$ cat src/rtl/uart_rx_core.sv
// uart_rx_core: parametrised asynchronous serial receiver.
// Two-flop input synchronizer, majority-vote mid-bit sampling, false-start
// rejection, optional parity, one or two stop bits, and a single-entry
// valid/ready output holding register with parity/framing/overrun flags.
//
// Bit timing: r_cnt is cleared on the edge that enters START and then counts
// 0..CLKS_PER_BIT-1 continuously for the whole frame. "Phase n" of a bit is
// the edge that advances r_cnt to n. The three votes are the synchronized
// line at phases HALF-1, HALF and HALF+1; the bit is decided at phase HALF+1
// (the decision edge), where the third vote is taken live from the line.
module uart_rx_core #(
  parameter int CLKS_PER_BIT = 434,  // clock cycles per bit, >= 8
  parameter int DATA_BITS    = 8,    // 5..9, LSB first
  parameter int PARITY       = 0,    // 0 none, 1 odd, 2 even
  parameter int STOP_BITS    = 1     // 1 or 2
) (
  input  logic                 i_clk,
  input  logic                 i_rst_n,
  input  logic                 i_rx,
  output logic [DATA_BITS-1:0] o_data,
  output logic                 o_valid,
  input  logic                 i_ready,
  output logic                 o_parity_err,
  output logic                 o_frame_err,
  output logic                 o_overrun,
  output logic                 o_busy
);

  localparam int HALF = CLKS_PER_BIT / 2;
  localparam int CW   = $clog2(CLKS_PER_BIT);
  localparam int IW   = $clog2(DATA_BITS);

  // Counter values seen *before* the phase HALF-1 / HALF / HALF+1 edges.
  localparam logic [CW-1:0] CNT_LAST  = CW'(CLKS_PER_BIT - 1);
  localparam logic [CW-1:0] CNT_VOTE0 = CW'(HALF - 2);
  localparam logic [CW-1:0] CNT_VOTE1 = CW'(HALF - 1);
  localparam logic [CW-1:0] CNT_DEC   = CW'(HALF);

  localparam logic [IW-1:0] IDX_LAST  = IW'(DATA_BITS - 1);
  localparam logic          STOP_LAST = 1'(STOP_BITS - 1);
  localparam logic          HAS_PAR   = (PARITY != 0);
  localparam logic          ODD_PAR   = (PARITY == 1);

  typedef enum logic [2:0] {
    S_IDLE   = 3'd0,
    S_START  = 3'd1,
    S_DATA   = 3'd2,
    S_PARITY = 3'd3,
    S_STOP   = 3'd4
  } state_t;

  state_t r_state;
  state_t w_state_next;

  logic [1:0]           r_sync;
  logic                 w_rx_s;
  logic                 r_armed;
  logic [CW-1:0]        r_cnt;
  logic                 r_vote0;
  logic                 r_vote1;
  logic [DATA_BITS-1:0] r_shift;
  logic [IW-1:0]        r_bit_idx;
  logic                 r_stop_idx;
  logic                 r_perr_acc;
  logic                 r_ferr_acc;

  logic [DATA_BITS-1:0] r_data;
  logic                 r_valid;
  logic                 r_perr;
  logic                 r_ferr;
  logic                 r_ovr;

  logic w_dec;
  logic w_bit;
  logic w_last_data;
  logic w_last_stop;
  logic w_start_ok;
  logic w_data_shift;
  logic w_parity_chk;
  logic w_stop_sample;
  logic w_done;

  assign w_rx_s = r_sync[1];

  // Two-flop synchronizer for the asynchronous line; idles high out of reset.
  always_ff @(posedge i_clk or negedge i_rst_n) begin
    if (!i_rst_n) begin
      r_sync <= 2'b11;
    end else begin
      r_sync <= {r_sync[0], i_rx};
    end
  end

  // Bit-phase counter: held at 0 in IDLE, free-running and wrapping in a frame.
  always_ff @(posedge i_clk or negedge i_rst_n) begin
    if (!i_rst_n) begin
      r_cnt <= '0;
    end else if (r_state == S_IDLE) begin
      r_cnt <= '0;
    end else if (r_cnt == CNT_LAST) begin
      r_cnt <= '0;
    end else begin
      r_cnt <= r_cnt + CW'(1);
    end
  end

  // Capture the first two majority votes ahead of the decision edge.
  always_ff @(posedge i_clk or negedge i_rst_n) begin
    if (!i_rst_n) begin
      r_vote0 <= 1'b1;
      r_vote1 <= 1'b1;
    end else begin
      if (r_cnt == CNT_VOTE0) r_vote0 <= w_rx_s;
      if (r_cnt == CNT_VOTE1) r_vote1 <= w_rx_s;
    end
  end

  // Decision strobe and majority of the three votes (third vote is live).
  always_comb begin
    w_dec       = (r_state != S_IDLE) && (r_cnt == CNT_DEC);
    w_bit       = (r_vote0 & r_vote1) | (r_vote0 & w_rx_s) | (r_vote1 & w_rx_s);
    w_last_data = (r_bit_idx == IDX_LAST);
    w_last_stop = (r_stop_idx == STOP_LAST);
  end

  // Armed flag: only a line seen high in IDLE may start a frame, so a held-low
  // line (break, or low after reset) never triggers a reception.
  always_ff @(posedge i_clk or negedge i_rst_n) begin
    if (!i_rst_n) begin
      r_armed <= 1'b0;
    end else if (r_state != S_IDLE) begin
      r_armed <= 1'b0;
    end else if (r_armed && !w_rx_s) begin
      r_armed <= 1'b0;
    end else if (w_rx_s) begin
      r_armed <= 1'b1;
    end
  end

  // FSM state register.
  always_ff @(posedge i_clk or negedge i_rst_n) begin
    if (!i_rst_n) begin
      r_state <= S_IDLE;
    end else begin
      r_state <= w_state_next;
    end
  end

  // FSM next-state logic; every bit transition happens on its decision edge.
  always_comb begin
    w_state_next = r_state;
    case (r_state)
      S_IDLE: begin
        if (r_armed && !w_rx_s) w_state_next = S_START;
      end
      S_START: begin
        if (w_dec) w_state_next = w_bit ? S_IDLE : S_DATA;
      end
      S_DATA: begin
        if (w_dec && w_last_data) w_state_next = HAS_PAR ? S_PARITY : S_STOP;
      end
      S_PARITY: begin
        if (w_dec) w_state_next = S_STOP;
      end
      S_STOP: begin
        if (w_dec && w_last_stop) w_state_next = S_IDLE;
      end
      default: w_state_next = S_IDLE;
    endcase
  end

  // FSM outputs: busy flag and per-state datapath strobes.
  always_comb begin
    o_busy        = (r_state != S_IDLE);
    w_start_ok    = 1'b0;
    w_data_shift  = 1'b0;
    w_parity_chk  = 1'b0;
    w_stop_sample = 1'b0;
    w_done        = 1'b0;
    case (r_state)
      S_START:  w_start_ok   = w_dec && !w_bit;
      S_DATA:   w_data_shift = w_dec;
      S_PARITY: w_parity_chk = w_dec;
      S_STOP: begin
        w_stop_sample = w_dec;
        w_done        = w_dec && w_last_stop;
      end
      default: ;
    endcase
  end

  // Frame datapath: LSB-first shift, bit/stop indices and error accumulators,
  // all cleared once a start bit is confirmed.
  always_ff @(posedge i_clk or negedge i_rst_n) begin
    if (!i_rst_n) begin
      r_shift    <= '0;
      r_bit_idx  <= '0;
      r_stop_idx <= 1'b0;
      r_perr_acc <= 1'b0;
      r_ferr_acc <= 1'b0;
    end else begin
      if (w_start_ok) begin
        r_bit_idx  <= '0;
        r_stop_idx <= 1'b0;
        r_perr_acc <= 1'b0;
        r_ferr_acc <= 1'b0;
      end
      if (w_data_shift) begin
        // After DATA_BITS shifts the first bit received sits at bit 0.
        r_shift   <= {w_bit, r_shift[DATA_BITS-1:1]};
        r_bit_idx <= r_bit_idx + IW'(1);
      end
      if (w_parity_chk) begin
        // XOR over data and parity bit is 1 for odd parity, 0 for even.
        r_perr_acc <= (^r_shift ^ w_bit) ^ ODD_PAR;
      end
      if (w_stop_sample) begin
        r_stop_idx <= r_stop_idx + 1'b1;
        if (!w_bit) r_ferr_acc <= 1'b1;
      end
    end
  end

  // Output holding register: load on completion when free or being accepted
  // on the same edge, otherwise drop the new word and flag overrun.
  always_ff @(posedge i_clk or negedge i_rst_n) begin
    if (!i_rst_n) begin
      r_data  <= '0;
      r_valid <= 1'b0;
      r_perr  <= 1'b0;
      r_ferr  <= 1'b0;
      r_ovr   <= 1'b0;
    end else if (w_done) begin
      if (!r_valid || i_ready) begin
        r_data  <= r_shift;
        r_perr  <= r_perr_acc;
        r_ferr  <= r_ferr_acc | ~w_bit;
        r_valid <= 1'b1;
        r_ovr   <= 1'b0;
      end else begin
        r_ovr   <= 1'b1;
      end
    end else if (r_valid && i_ready) begin
      r_valid <= 1'b0;
      r_perr  <= 1'b0;
      r_ferr  <= 1'b0;
      r_ovr   <= 1'b0;
    end
  end

  assign o_data       = r_data;
  assign o_valid      = r_valid;
  assign o_parity_err = r_perr;
  assign o_frame_err  = r_ferr;
  assign o_overrun    = r_ovr;

endmodule

$ cat config.mk
export PLATFORM = sky130hd
export DESIGN_NAME = uart_rx_core
export DESIGN_NICKNAME = d
export VERILOG_FILES = /design/src/rtl/uart_rx_core.sv
export SDC_FILE = /design/constraint.sdc
export NUM_CORES = 1
export LEC_CHECK = 0
export CORE_AREA = 2 2 88 90
export CTS_BUF_LIST = sky130_fd_sc_hd__clkbuf_4
export DETAILED_ROUTE_END_ITERATION = 8
export DIE_AREA = 0 0 90 92
export GPL_TIMING_DRIVEN = 0
export PLACE_DENSITY = 0.5
export SYNTH_ARGS = -nofsm -noshare
export SYNTH_HDL_FRONTEND = slang
export SYNTH_SLANG_ARGS = --single-unit
$ cat constraint.sdc
create_clock -name i_clk -period 5.4 [get_ports i_clk]
set_clock_uncertainty 0.2 [all_clocks]
set_input_delay 1.62 -clock i_clk [delete_from_list [all_inputs] [get_ports i_clk]]
set_output_delay 1.62 -clock i_clk [all_outputs]
set_load 0.02 [all_outputs]
==> results.txt <==
----------------------------------------------------
[Critical path]
  Largest fanout on the critical path ... 10
  Kind of critical path ... reg2out
  Critical Path End Type ... output pin
  Critical path required time ... 3.58 ns
  Max stage delay on crit path ... 0.56 ns
  Kind of launch point of the worst setup path ... register
  Cell chain of the critical path ... buf_2, or3_2, clkdlybuf4s50_1
  CP arrival ... 1.99 ns
  Number of buffers and inverters on the critical path ... 2
  Slowest cell on the critical path ... clkdlybuf4s50_1
  Critical path's top delay family ... buffers and inverters

[Synthesis]
  Top area cells in the synthesized netlist ... dfrtp_1, mux2_4, dfstp_2
  Portion of the post-synthesis area used by sequential elements ... 50.9%
  Number of distinct standard cells referenced by the synthesized netlist ... 53
  Ys flop type ... dfrtp_1
  FFs w/ async S/R, synth ... 100%
  Post-synth top area share ... 45.9%
  Post-synthesis sequential element count ... 43
  Post-synth EDFFs ... 0
  Gate count after technology mapping ... 175
  Mapped Avg Cell Area ... 12.1 um2
  Cell area after technology mapping ... 2130 um2
  Largest area contributor in the netlist ... dfrtp_1
  Count of synthesis-stage warnings from yosys ... 0
  Syn Nets ... 184

[Place]
  Pre-CTS WS ... 1.99 ns
  Number of buffers inserted by port buffering ... 16
  Routability cong. ... 0.717
  Post-DP HPWL ... 2670 um

[Die]
  Die span in y ... 92 um
  Die width ... 90 um
  Number of rows created at floorplan ... 32
  I/O pin total ... 17
  Total Die Area ... 8280 um2
  Area of the core region ... 7450 um2
  Starting utilization of the core area ... 28.5%

[Global routing]
  Via count of the first global-routing pass ... 1332
  Remaining global-route overflow ... 0
  Overall global routing resource usage ... 10.1%
  Antenna violations before repair ... 0
  Pin count of the biggest net entering global routing ... 27
  First-pass GRT wire length ... 6600 um

[CTS]
  Clock slew at the register clock pins of the worst setup and hold paths ... 0.13 ns
  H-tree level count ... 2
  CTS tree ... yes
  Inserted Clock Buffers ... 5
  Max Root-Sink Buffers ... 2
  Clock Latency Late Sink ... 0.36 ns
  Buffer count from post-CTS setup fixing ... 0
  Root Buffer ... clkbuf_4
  CTS Hold Buffers Added ... 0
  Resized Gates After CTS ... 0
  TritonCTS Sinks ... 43

[Finish]
  Share of post-route cells with drive strength above 1 ... 20.6%
  Nets ... 208
  Area of combinational cells with multiple inputs ... 978 um2
  Count of antenna diodes in the layout ... 0
  P&R area growth vs syn ... 17.8%
  Commonest non-fill, non-tap cells in the layout ... dfrtp_1, clkdlybuf4s50_1, nor2_1, nand2_1
  Filler cell count ... 780
  Sequential cell area ... 1080 um2
  Most frequent standard cell in the layout excluding fill and tap cells ... dfrtp_1

[Timing]
  Highest achievable clock rate ... 0.263 GHz
  Measured slew at the worst slew-check pin ... 0.883 ns
  Worst slew margin relative to its limit ... 40.5%
  Total count of hold-check failures in the final report ... 0
  Number of failing setup endpoints in the final timing report ... 0
  Setup_tns ... 0 ns
  Crit share post-route ... 70.5%
  Number of pins with negative max-slew slack in the final report ... 0
  Fin crit period ... 3.81 ns
  Slack of the critical path ... 1.59 ns
  Unrepaired setup endpoints after global routing ... false

[Detailed routing]
  Post-route antenna net violation count ... 0
  Detailed-route vias per instance ... 4.53
  Total iterations of the first detailed-routing run ... 4
  Drt drc ... 0
  Number of vias after detailed routing ... 1364
  Total wire length ... 3820 um
  Violation count after the first detailed-route iteration ... 77
  WL per Instance ... 12.7 um

[Power]
  Pwr per Cell Area ... 276 nW/um2
  Internal power ... 0.493 mW
  Portion of total power attributed to sequential cells ... 52.0%
  Maximum resistive drop on vdd ... 0.0000971 V
  Comb power frac ... 19.3%
  Part of the power in the clock network ... 28.7%
  Leakage ... 1.13 nW
  Sw Pwr ... 0.198 mW
  Switching power share of the total ... 28.7%
  Total chip power ... 0.691 mW

[Run status]
  Result of the run ... finished clean

[Worst hold path]
  Worst min-delay path category ... reg2reg

[Run]
  Number of maximum-capacitance constraint violations ... 0

----------------------------------------------------
[power by group through the flow]
stage | Combinational (mW) | Sequential (mW) | Clock, mW
2_1_floorplan | 0.0991 | 0.362 | 0
3_3_place_gp | 0.132 | 0.366 | 0
3_5_place_dp | 0.135 | 0.366 | 0
4_1_cts | 0.136 | 0.360 | 0.209
5_1_grt | 0.152 | 0.363 | 0.224
6_report | 0.133 | 0.359 | 0.198
[Yosys cell counts (3+ instances only)]
library cell / number
a21oi_1: 3
dfrtp_1: 39
dfstp_2: 4
ha_1: 5
inv_1: 7
mux2_1: 3
mux2_2: 6
mux2_4: 8
mux2i_1: 3
nand2_1: 9
nand2b_1: 3
nand3_1: 7
nor2_1: 13
o211ai_1: 3
o21ai_0: 4
xnor2_1: 8
xor2_1: 5
[cell type report]
cell class                      instances  share of cell area, %
Clock buffer                            5                   1.50
Clock inverter                          2                   1.50
Multi-Input combinational cell        119                   39.1
Inverter                                7                   1.05
Timing Repair Buffer                   17                   7.00
Sequential cell                        43                   43.2
Buffer                                  6                   1.60
Tap cell                              102                   5.10
[path summary, 6_finish.rpt]
kind	to	from	cells past startpoint	slack [ns]
max reg2reg	o_data[5]	r_state[2]	6	3.04
max	o_busy	r_state[2]	3	1.59
min reg2reg	r_sync[1]	r_sync[0]	0	0.16
min in group asynchronous	r_shift[2]	i_rst_n	1	0.97
min	r_sync[1]	r_sync[0]	0	0.16
max in group asynchronous	r_vote0	i_rst_n	2	3.46
[cells by family after synthesis]
family	count (synthesis)	synth area share [%]
fa+ha+maj	6	3.41
xor+xnor	14	6.42
mux	20	11.8
simple gates	61	18.2
compound gates	18	6.18
buf+inv	13	3.12
flops	43	50.9
[metal layers]
metal,track usage [%],up-vias,part of all wire [%]
li1,-,667,-
met1,14.4,666,50
met2,14.3,24,44
met3,2.55,7,4.1
met4,4.62,0,1.9
met5,0,-,0
[metrics by stage]
stage	std cells	util [%]	hold WS (ns)	cell area [um2]
detailed placement	294	32.6	0.147	2430
finish	301	33.6	0.163	2500
global route	301	33.6	0.175	2500
CTS	301	33.6	0.165	2500
global placement	293	32.4	0.146	2410
floorplan	175	-	0.145	2130
[state kept, by name, summed over array words and instances (netlist names)]
| register | count |
|---|---|
| r_state | 3 |
| r_bit_idx | 3 |
| o_valid | 1 |
| r_cnt | 9 |
| r_armed | 1 |
| r_sync | 2 |
| r_perr_acc | 1 |
| r_shift | 8 |
| o_parity_err | 1 |
| r_vote1 | 1 |
| r_vote0 | 1 |
| r_stop_idx | 1 |
| r_ferr_acc | 1 |
| o_frame_err | 1 |
| o_overrun | 1 |
| o_data | 8 |
No activity file was read; power rests on OpenSTA's default activity.
